`src/rtl/memoria_programa_loader_if.sv`:
```
// Control, byte-stream and Avalon-MM s1 signals shared by the program-memory loader
// and whatever drives it (bridge + memory side).
interface memoria_programa_loader_if #(
    parameter int ADDR_W = 16
);
    logic              start;
    logic              mode;
    logic [ADDR_W-1:0] base_addr;
    logic [ADDR_W:0]   length;
    logic [7:0]        in_data;
    logic              in_valid;
    logic              in_ready;
    logic [ADDR_W-1:0] avm_address;
    logic              avm_chipselect;
    logic              avm_write;
    logic [7:0]        avm_writedata;
    logic              avm_clken;
    logic [7:0]        avm_readdata;
    logic              busy;
    logic              done;
    logic              error;
    logic [ADDR_W-1:0] err_addr;
    logic [ADDR_W:0]   count;

    modport master (
        input  start, mode, base_addr, length, in_data, in_valid, avm_readdata,
        output in_ready, avm_address, avm_chipselect, avm_write, avm_writedata, avm_clken,
               busy, done, error, err_addr, count
    );

    modport slave (
        output start, mode, base_addr, length, in_data, in_valid, avm_readdata,
        input  in_ready, avm_address, avm_chipselect, avm_write, avm_writedata, avm_clken,
               busy, done, error, err_addr, count
    );
endinterface

```
`src/rtl/memoria_programa_loader.sv`:
```
// Avalon-MM master that LOADs a byte stream into program memory or VERIFYs memory
// against it, one byte per cycle, with a READ_LATENCY-aware compare pipeline.
module memoria_programa_loader #(
    parameter int ADDR_W       = 16,
    parameter int READ_LATENCY = 1
) (
    input  logic                      clk,
    input  logic                      reset_n,
    memoria_programa_loader_if.master bus
);
    localparam int STAGES = READ_LATENCY;

    typedef enum logic [1:0] {IDLE, RUN, DRAIN, FIN} state_t;

    state_t            state_q;
    logic              mode_q;
    logic [ADDR_W-1:0] base_q;
    logic [ADDR_W:0]   len_q;
    logic [ADDR_W:0]   count_q;
    logic [ADDR_W:0]   count_d;
    logic [ADDR_W-1:0] addr_q;
    logic [ADDR_W-1:0] addr_d;
    logic [7:0]        wdata_q;
    logic              cs_q;
    logic              wr_q;
    logic              done_q;
    logic              error_q;
    logic [ADDR_W-1:0] err_addr_q;

    // Stage STAGES of the compare pipeline lines up with avm_readdata.
    logic [STAGES:0]             vld_pipe;
    logic [STAGES:0][7:0]        exp_pipe;
    logic [STAGES:0][ADDR_W-1:0] adr_pipe;

    logic in_ready;
    logic xfer;
    logic mismatch;

    assign in_ready = (state_q == RUN) && (count_q < len_q);
    assign xfer     = in_ready && bus.in_valid;
    assign count_d  = count_q + (ADDR_W+1)'(1);
    assign addr_d   = base_q + count_q[ADDR_W-1:0];
    assign mismatch = vld_pipe[STAGES] && (bus.avm_readdata != exp_pipe[STAGES]);

    always_ff @(posedge clk or negedge reset_n) begin
        if (!reset_n) begin
            state_q    <= IDLE;
            mode_q     <= 1'b0;
            base_q     <= '0;
            len_q      <= '0;
            count_q    <= '0;
            addr_q     <= '0;
            wdata_q    <= '0;
            cs_q       <= 1'b0;
            wr_q       <= 1'b0;
            done_q     <= 1'b0;
            error_q    <= 1'b0;
            err_addr_q <= '0;
            vld_pipe   <= '0;
            exp_pipe   <= '0;
            adr_pipe   <= '0;
        end else begin
            vld_pipe <= {vld_pipe[STAGES-1:0], xfer & mode_q};
            exp_pipe <= {exp_pipe[STAGES-1:0], bus.in_data};
            adr_pipe <= {adr_pipe[STAGES-1:0], addr_d};
            done_q   <= (state_q == FIN);
            cs_q     <= 1'b0;
            wr_q     <= 1'b0;

            // Only the first mismatch address is kept; later ones just hold the flag.
            if (mismatch) begin
                error_q <= 1'b1;
                if (!error_q) err_addr_q <= adr_pipe[STAGES];
            end

            case (state_q)
                IDLE: if (bus.start) begin
                    mode_q     <= bus.mode;
                    base_q     <= bus.base_addr;
                    len_q      <= bus.length;
                    count_q    <= '0;
                    error_q    <= 1'b0;
                    err_addr_q <= '0;
                    state_q    <= (bus.length == '0) ? FIN : RUN;
                end
                RUN: if (xfer) begin
                    addr_q  <= addr_d;
                    cs_q    <= 1'b1;
                    wr_q    <= ~mode_q;
                    if (!mode_q) wdata_q <= bus.in_data;
                    count_q <= count_d;
                    if (count_d == len_q) state_q <= DRAIN;
                end
                // Leave once only the entry being compared this edge remains.
                DRAIN: if (!mode_q || vld_pipe[STAGES-1:0] == '0) state_q <= FIN;
                FIN:     state_q <= IDLE;
                default: state_q <= IDLE;
            endcase
        end
    end

    assign bus.in_ready       = in_ready;
    assign bus.avm_address    = addr_q;
    assign bus.avm_chipselect = cs_q;
    assign bus.avm_write      = wr_q;
    assign bus.avm_writedata  = wdata_q;
    assign bus.avm_clken      = 1'b1;
    assign bus.busy           = (state_q != IDLE);
    assign bus.done           = done_q;
    assign bus.error          = error_q;
    assign bus.err_addr       = err_addr_q;
    assign bus.count          = count_q;
endmodule

```
`src/flat_wrapper.sv`:
```
// flat-port wrapper written by rule: the top's interface ports become plain ports
module memoria_programa_loader_flat 
#(
    parameter int ADDR_W       = 16,
    parameter int READ_LATENCY = 1
)
  (clk, reset_n, bus_start, bus_mode, bus_base_addr, bus_length, bus_in_data, bus_in_valid, bus_avm_readdata, bus_in_ready, bus_avm_address, bus_avm_chipselect, bus_avm_write, bus_avm_writedata, bus_avm_clken, bus_busy, bus_done, bus_error, bus_err_addr, bus_count);
  memoria_programa_loader_if #(.ADDR_W(ADDR_W)) bus_i ();
  input  logic clk;
  input  logic reset_n;
  input wire logic [$bits(bus_i.start)-1:0] bus_start;
  input wire logic [$bits(bus_i.mode)-1:0] bus_mode;
  input wire logic [$bits(bus_i.base_addr)-1:0] bus_base_addr;
  input wire logic [$bits(bus_i.length)-1:0] bus_length;
  input wire logic [$bits(bus_i.in_data)-1:0] bus_in_data;
  input wire logic [$bits(bus_i.in_valid)-1:0] bus_in_valid;
  input wire logic [$bits(bus_i.avm_readdata)-1:0] bus_avm_readdata;
  output wire logic [$bits(bus_i.in_ready)-1:0] bus_in_ready;
  output wire logic [$bits(bus_i.avm_address)-1:0] bus_avm_address;
  output wire logic [$bits(bus_i.avm_chipselect)-1:0] bus_avm_chipselect;
  output wire logic [$bits(bus_i.avm_write)-1:0] bus_avm_write;
  output wire logic [$bits(bus_i.avm_writedata)-1:0] bus_avm_writedata;
  output wire logic [$bits(bus_i.avm_clken)-1:0] bus_avm_clken;
  output wire logic [$bits(bus_i.busy)-1:0] bus_busy;
  output wire logic [$bits(bus_i.done)-1:0] bus_done;
  output wire logic [$bits(bus_i.error)-1:0] bus_error;
  output wire logic [$bits(bus_i.err_addr)-1:0] bus_err_addr;
  output wire logic [$bits(bus_i.count)-1:0] bus_count;
  assign bus_i.start = bus_start;
  assign bus_i.mode = bus_mode;
  assign bus_i.base_addr = bus_base_addr;
  assign bus_i.length = bus_length;
  assign bus_i.in_data = bus_in_data;
  assign bus_i.in_valid = bus_in_valid;
  assign bus_i.avm_readdata = bus_avm_readdata;
  assign bus_in_ready = bus_i.in_ready;
  assign bus_avm_address = bus_i.avm_address;
  assign bus_avm_chipselect = bus_i.avm_chipselect;
  assign bus_avm_write = bus_i.avm_write;
  assign bus_avm_writedata = bus_i.avm_writedata;
  assign bus_avm_clken = bus_i.avm_clken;
  assign bus_busy = bus_i.busy;
  assign bus_done = bus_i.done;
  assign bus_error = bus_i.error;
  assign bus_err_addr = bus_i.err_addr;
  assign bus_count = bus_i.count;
  memoria_programa_loader #(.ADDR_W(ADDR_W), .READ_LATENCY(READ_LATENCY)) u_core (.clk(clk), .reset_n(reset_n), .bus(bus_i));
endmodule
```
`config.mk`:
```
export PLATFORM = sky130hd
export DESIGN_NAME = memoria_programa_loader_flat
export DESIGN_NICKNAME = d
export VERILOG_FILES = /design/src/rtl/memoria_programa_loader_if.sv /design/src/rtl/memoria_programa_loader.sv /design/src/flat_wrapper.sv
export SDC_FILE = /design/constraint.sdc
export NUM_CORES = 1
export LEC_CHECK = 0
export ABC_AREA = 1
export CAP_MARGIN = 20
export CORE_MARGIN = 2
export CORE_UTILIZATION = 35
export DETAILED_ROUTE_END_ITERATION = 6
export HOLD_SLACK_MARGIN = 0.15
export PLACE_DENSITY_LB_ADDON = 0.25
export SLEW_MARGIN = 30
export SYNTH_ARGS = -nofsm -noshare
export SYNTH_HDL_FRONTEND = slang
export SYNTH_SLANG_ARGS = --single-unit
```
`constraint.sdc`:
```
create_clock -name clk -period 2.9 [get_ports clk]
set_clock_uncertainty 0.2 [all_clocks]
set_input_delay 0.725 -clock clk [delete_from_list [all_inputs] [get_ports clk]]
set_output_delay 0.725 -clock clk [all_outputs]
set_load 0.01 [all_outputs]
```
==> out/results.txt <==
Core box area: 19,530 µm²
Post-synthesis xor/xnor area fraction: 0.03470
Iter 0 DRT Violations: 358
Routability congestion estimate: 0.8793
CTS tree: yes
Dpl cells: 1,164
Crit end category: output port
Number of flops mapped to enable cells by yosys: 0
Clock root buffer: clkbuf_16
Routed vias: 5,734
Synth area leader: dfrtp_1
Syn Area/Cell: 9.072 µm²
Adder and majority gate portion of the synthesized area: 0.06905
Count of cell types in the netlist: 40
Filler Cells Inserted: 1,856
Share of layout cells above drive strength 1: 0.1469
Post-synthesis mux area share: 0.02576
Compound-Gate Fraction of Synth Area: 0.08372
Die Y: 145.4 µm
Ports: 118
H-tree levels: 4
Commonest cells post-synth: 197 x nand2_1, 147 x dfrtp_1, 85 x inv_1
TritonCTS Buffers: 17
Synth Flop Type: dfrtp_1
Fin. Hold Viols: 0
DIE WIDTH: 145.4 µm
Mapped cell area: 6994 µm²
HPWL after DPL: 12,970 µm
Initial antenna violation count: 0
Total gr overflow: 0
Vias per std cell: 4.681
Final WS setup: -0.001338 ns
Asr flop ratio synth: 1.000
Final wirelength: 17,910 µm
Critical path startpoint category: flip-flop
Critical path fanouts, max: 2
Tcrit/Tclk final: 1.000
Die area: 21,130 µm²
Final setup fails: 1
FF/Latch Area: 3679 µm²
PortBufs: 116
Unrepaired setup endpoints after global routing: yes
Max-cap viol count: 0
Site Rows: 51
Latest clock arrival within the worst-skew pair: 0.42 ns
P&R area growth vs syn: 37.60%
Multi-input gate area: 3013 µm²
Synth Area in Simple Gates: 0.2014
Peak Freq: 344.7 MHz
Syn Inst Count: 771
Global-route wire length before repair: 29,530 µm
Nets: 1,040
Max Slew Vio Count: 0
Req. time, crit path: 1.98 ns
Tightest Pin Transition: 0.5283 ns
Max_slew headroom: 0.6445
Number of clock sinks: 147
Top-area cell type share of the netlist area: 0.5259
Number of diodes: 0
Failing checks: negative setup slack
Top-count cell post-synth: nand2_1
Setup slack at placement: -0.08364 ns
Post-DRT Antenna Nets: 0
Power density over the cells: 883.3 nW/µm²
Total global-route track usage: 0.1772
Lkg Pwr: 4.510 nW
Hold WC Path Type: reg -> reg
CTS clk-pin slew, worst paths: 0.06 ns
Area contributors post-synth: dfrtp_1 53%, nand2_1 11%, ha_1 6.6%, inv_1 4.6%, a21oi_1 3.8%
Wire per inst: 14.62 µm
Initial Utilization: 0.3582
Pin count of the biggest net entering global routing: 70
Main combinational cell family by area after synthesis: simple AND/OR/NAND/NOR gates
Synthesis-stage register bit count: 147
Yosys warnings: 0
CP arrival: 1.98 ns
Mapped Nets: 863
WS Path Type: reg -> out
Post-synthesis sequential area ratio: 0.5259
Drt first pass iters: 4
Max Buffers Root-to-Sink: 2
Post-layout min period: 2.901 ns
Fin cells: 1,225
DR DRC count: 0
Peak VDD IR: 0.4778 mV
Vias in the first global route: 5,675
Status: finished, violations left
-- timing repair --
action	in CTS	in global routing
endpoints found under the hold margin	55	0
pin swaps	5	6
setup endpoints to repair	1	33
hold buffers	7	0
gates resized for setup	13	18
buffers inserted	20	5
-- final cells by class --
cell class / instances / area share
sequential: 147 / 0.3822
inverter: 88 / 0.03458
tap: 265 / 0.03445
clock buffer: 19 / 0.04498
timing repair buffer: 175 / 0.1743
multi-input combinational: 519 / 0.3131
clock inverter: 12 / 0.01638
-- cell families (layout without fill, tap and decap cells) --
family,after synthesis,in the layout
AO/OA/AOI/OAI,112,112
XOR/XNOR,26,26
adder cells (fa/ha/maj),38,38
buffers and inverters,105,294
flip-flops,147,147
multiplexers,16,16
other,1,1
AND/OR/NAND/NOR,326,326
-- worst paths after layout --
check	to	depth (start not counted)	start	slack [ns]
min in group asynchronous	u_core.bus.count[9]	2	reset_n	0.63
setup / recovery	bus_in_ready	9	u_core.bus.count[16]	-0.001
hold reg to reg	u_core.exp_pipe[8]	0	u_core.exp_pipe[0]	0.15
setup reg to reg	u_core.len_q[12]	18	u_core.len_q[12]	0.13
hold / removal	u_core.exp_pipe[8]	0	u_core.exp_pipe[0]	0.15
max in group asynchronous	u_core.bus.done	3	reset_n	1.20
-- stage by stage --
step                       TNS [ns]  power (mW)  instance area, µm²  utilization  hold slack (ns)
after floorplan                   0       4.722                6994            -           0.1312
after global placement     -0.06593       5.929                8677       0.4444           0.1314
after detailed placement   -0.08364       5.982                8677       0.4444           0.1347
after CTS                  -0.03540       8.487                9513       0.4872           0.1504
after global routing        -0.1166       9.083                9624       0.4929           0.1530
final                     -0.001338       8.501                9624       0.4929           0.1475
-- sequential cells by signal, indices dropped and copies added (netlist names) --
signal                     cells
u_core.bus.error               1
u_core.bus.count              17
u_core.len_q                  17
u_core.vld_pipe                2
u_core.bus.avm_chipselect      1
u_core.exp_pipe               16
u_core.bus.err_addr           16
u_core.state_q                 2
u_core.bus.avm_write           1
u_core.adr_pipe               32
u_core.bus.done                1
u_core.mode_q                  1
u_core.base_q                 16
u_core.bus.avm_writedata       8
u_core.bus.avm_address        16
-- where the power goes --
group | switching (mW) | internal, mW
logic | 1.62 | 1.51
registers | 0.354 | 2.79
clock network | 0.873 | 1.35
total | 2.85 | 5.65
-- layer usage --
metal | vias to the layer above | routed length [µm] | global-route usage
met5 | - | 0 | 0
met1 | 2723 | 8178 | 0.2288
met3 | 23 | 877 | 0.04608
li1 | 2854 | - | -
met4 | 0 | 346 | 0.06176
met2 | 134 | 8508 | 0.2898
-- layout by cell type (no fill, tap or decap), types with 6 or more instances in the layout --
cell type / netlist / final
nand2_2: 7 / 10
nand4_1: 9 / 9
mux2_2: 16 / 16
xor2_1: 21 / 21
nor4_1: 6 / 6
inv_2: 2 / 7
nor2_1: 47 / 45
o21ai_0: 36 / 35
nand3_1: 42 / 40
buf_4: 1 / 46
dlygate4sd3_1: 0 / 7
o21ai_1: 12 / 13
ha_1: 37 / 32
clkdlybuf4s50_1: 0 / 113
dfrtp_1: 147 / 147
clkbuf_16: 0 / 17
inv_1: 85 / 79
a21oi_1: 53 / 52
nand2_1: 197 / 194
-- critical path, stage by stage (launching register included) --
cell and delay, ns:
dfrtp_1 0.42, ha_4 0.28, nand2_2 0.05, inv_2 0.07, nand3_4 0.07, nor2_4 0.14
nand4_1 0.16, nand4_1 0.18, inv_1 0.05, buf_2 0.13
(Power assumes the default switching activity.)
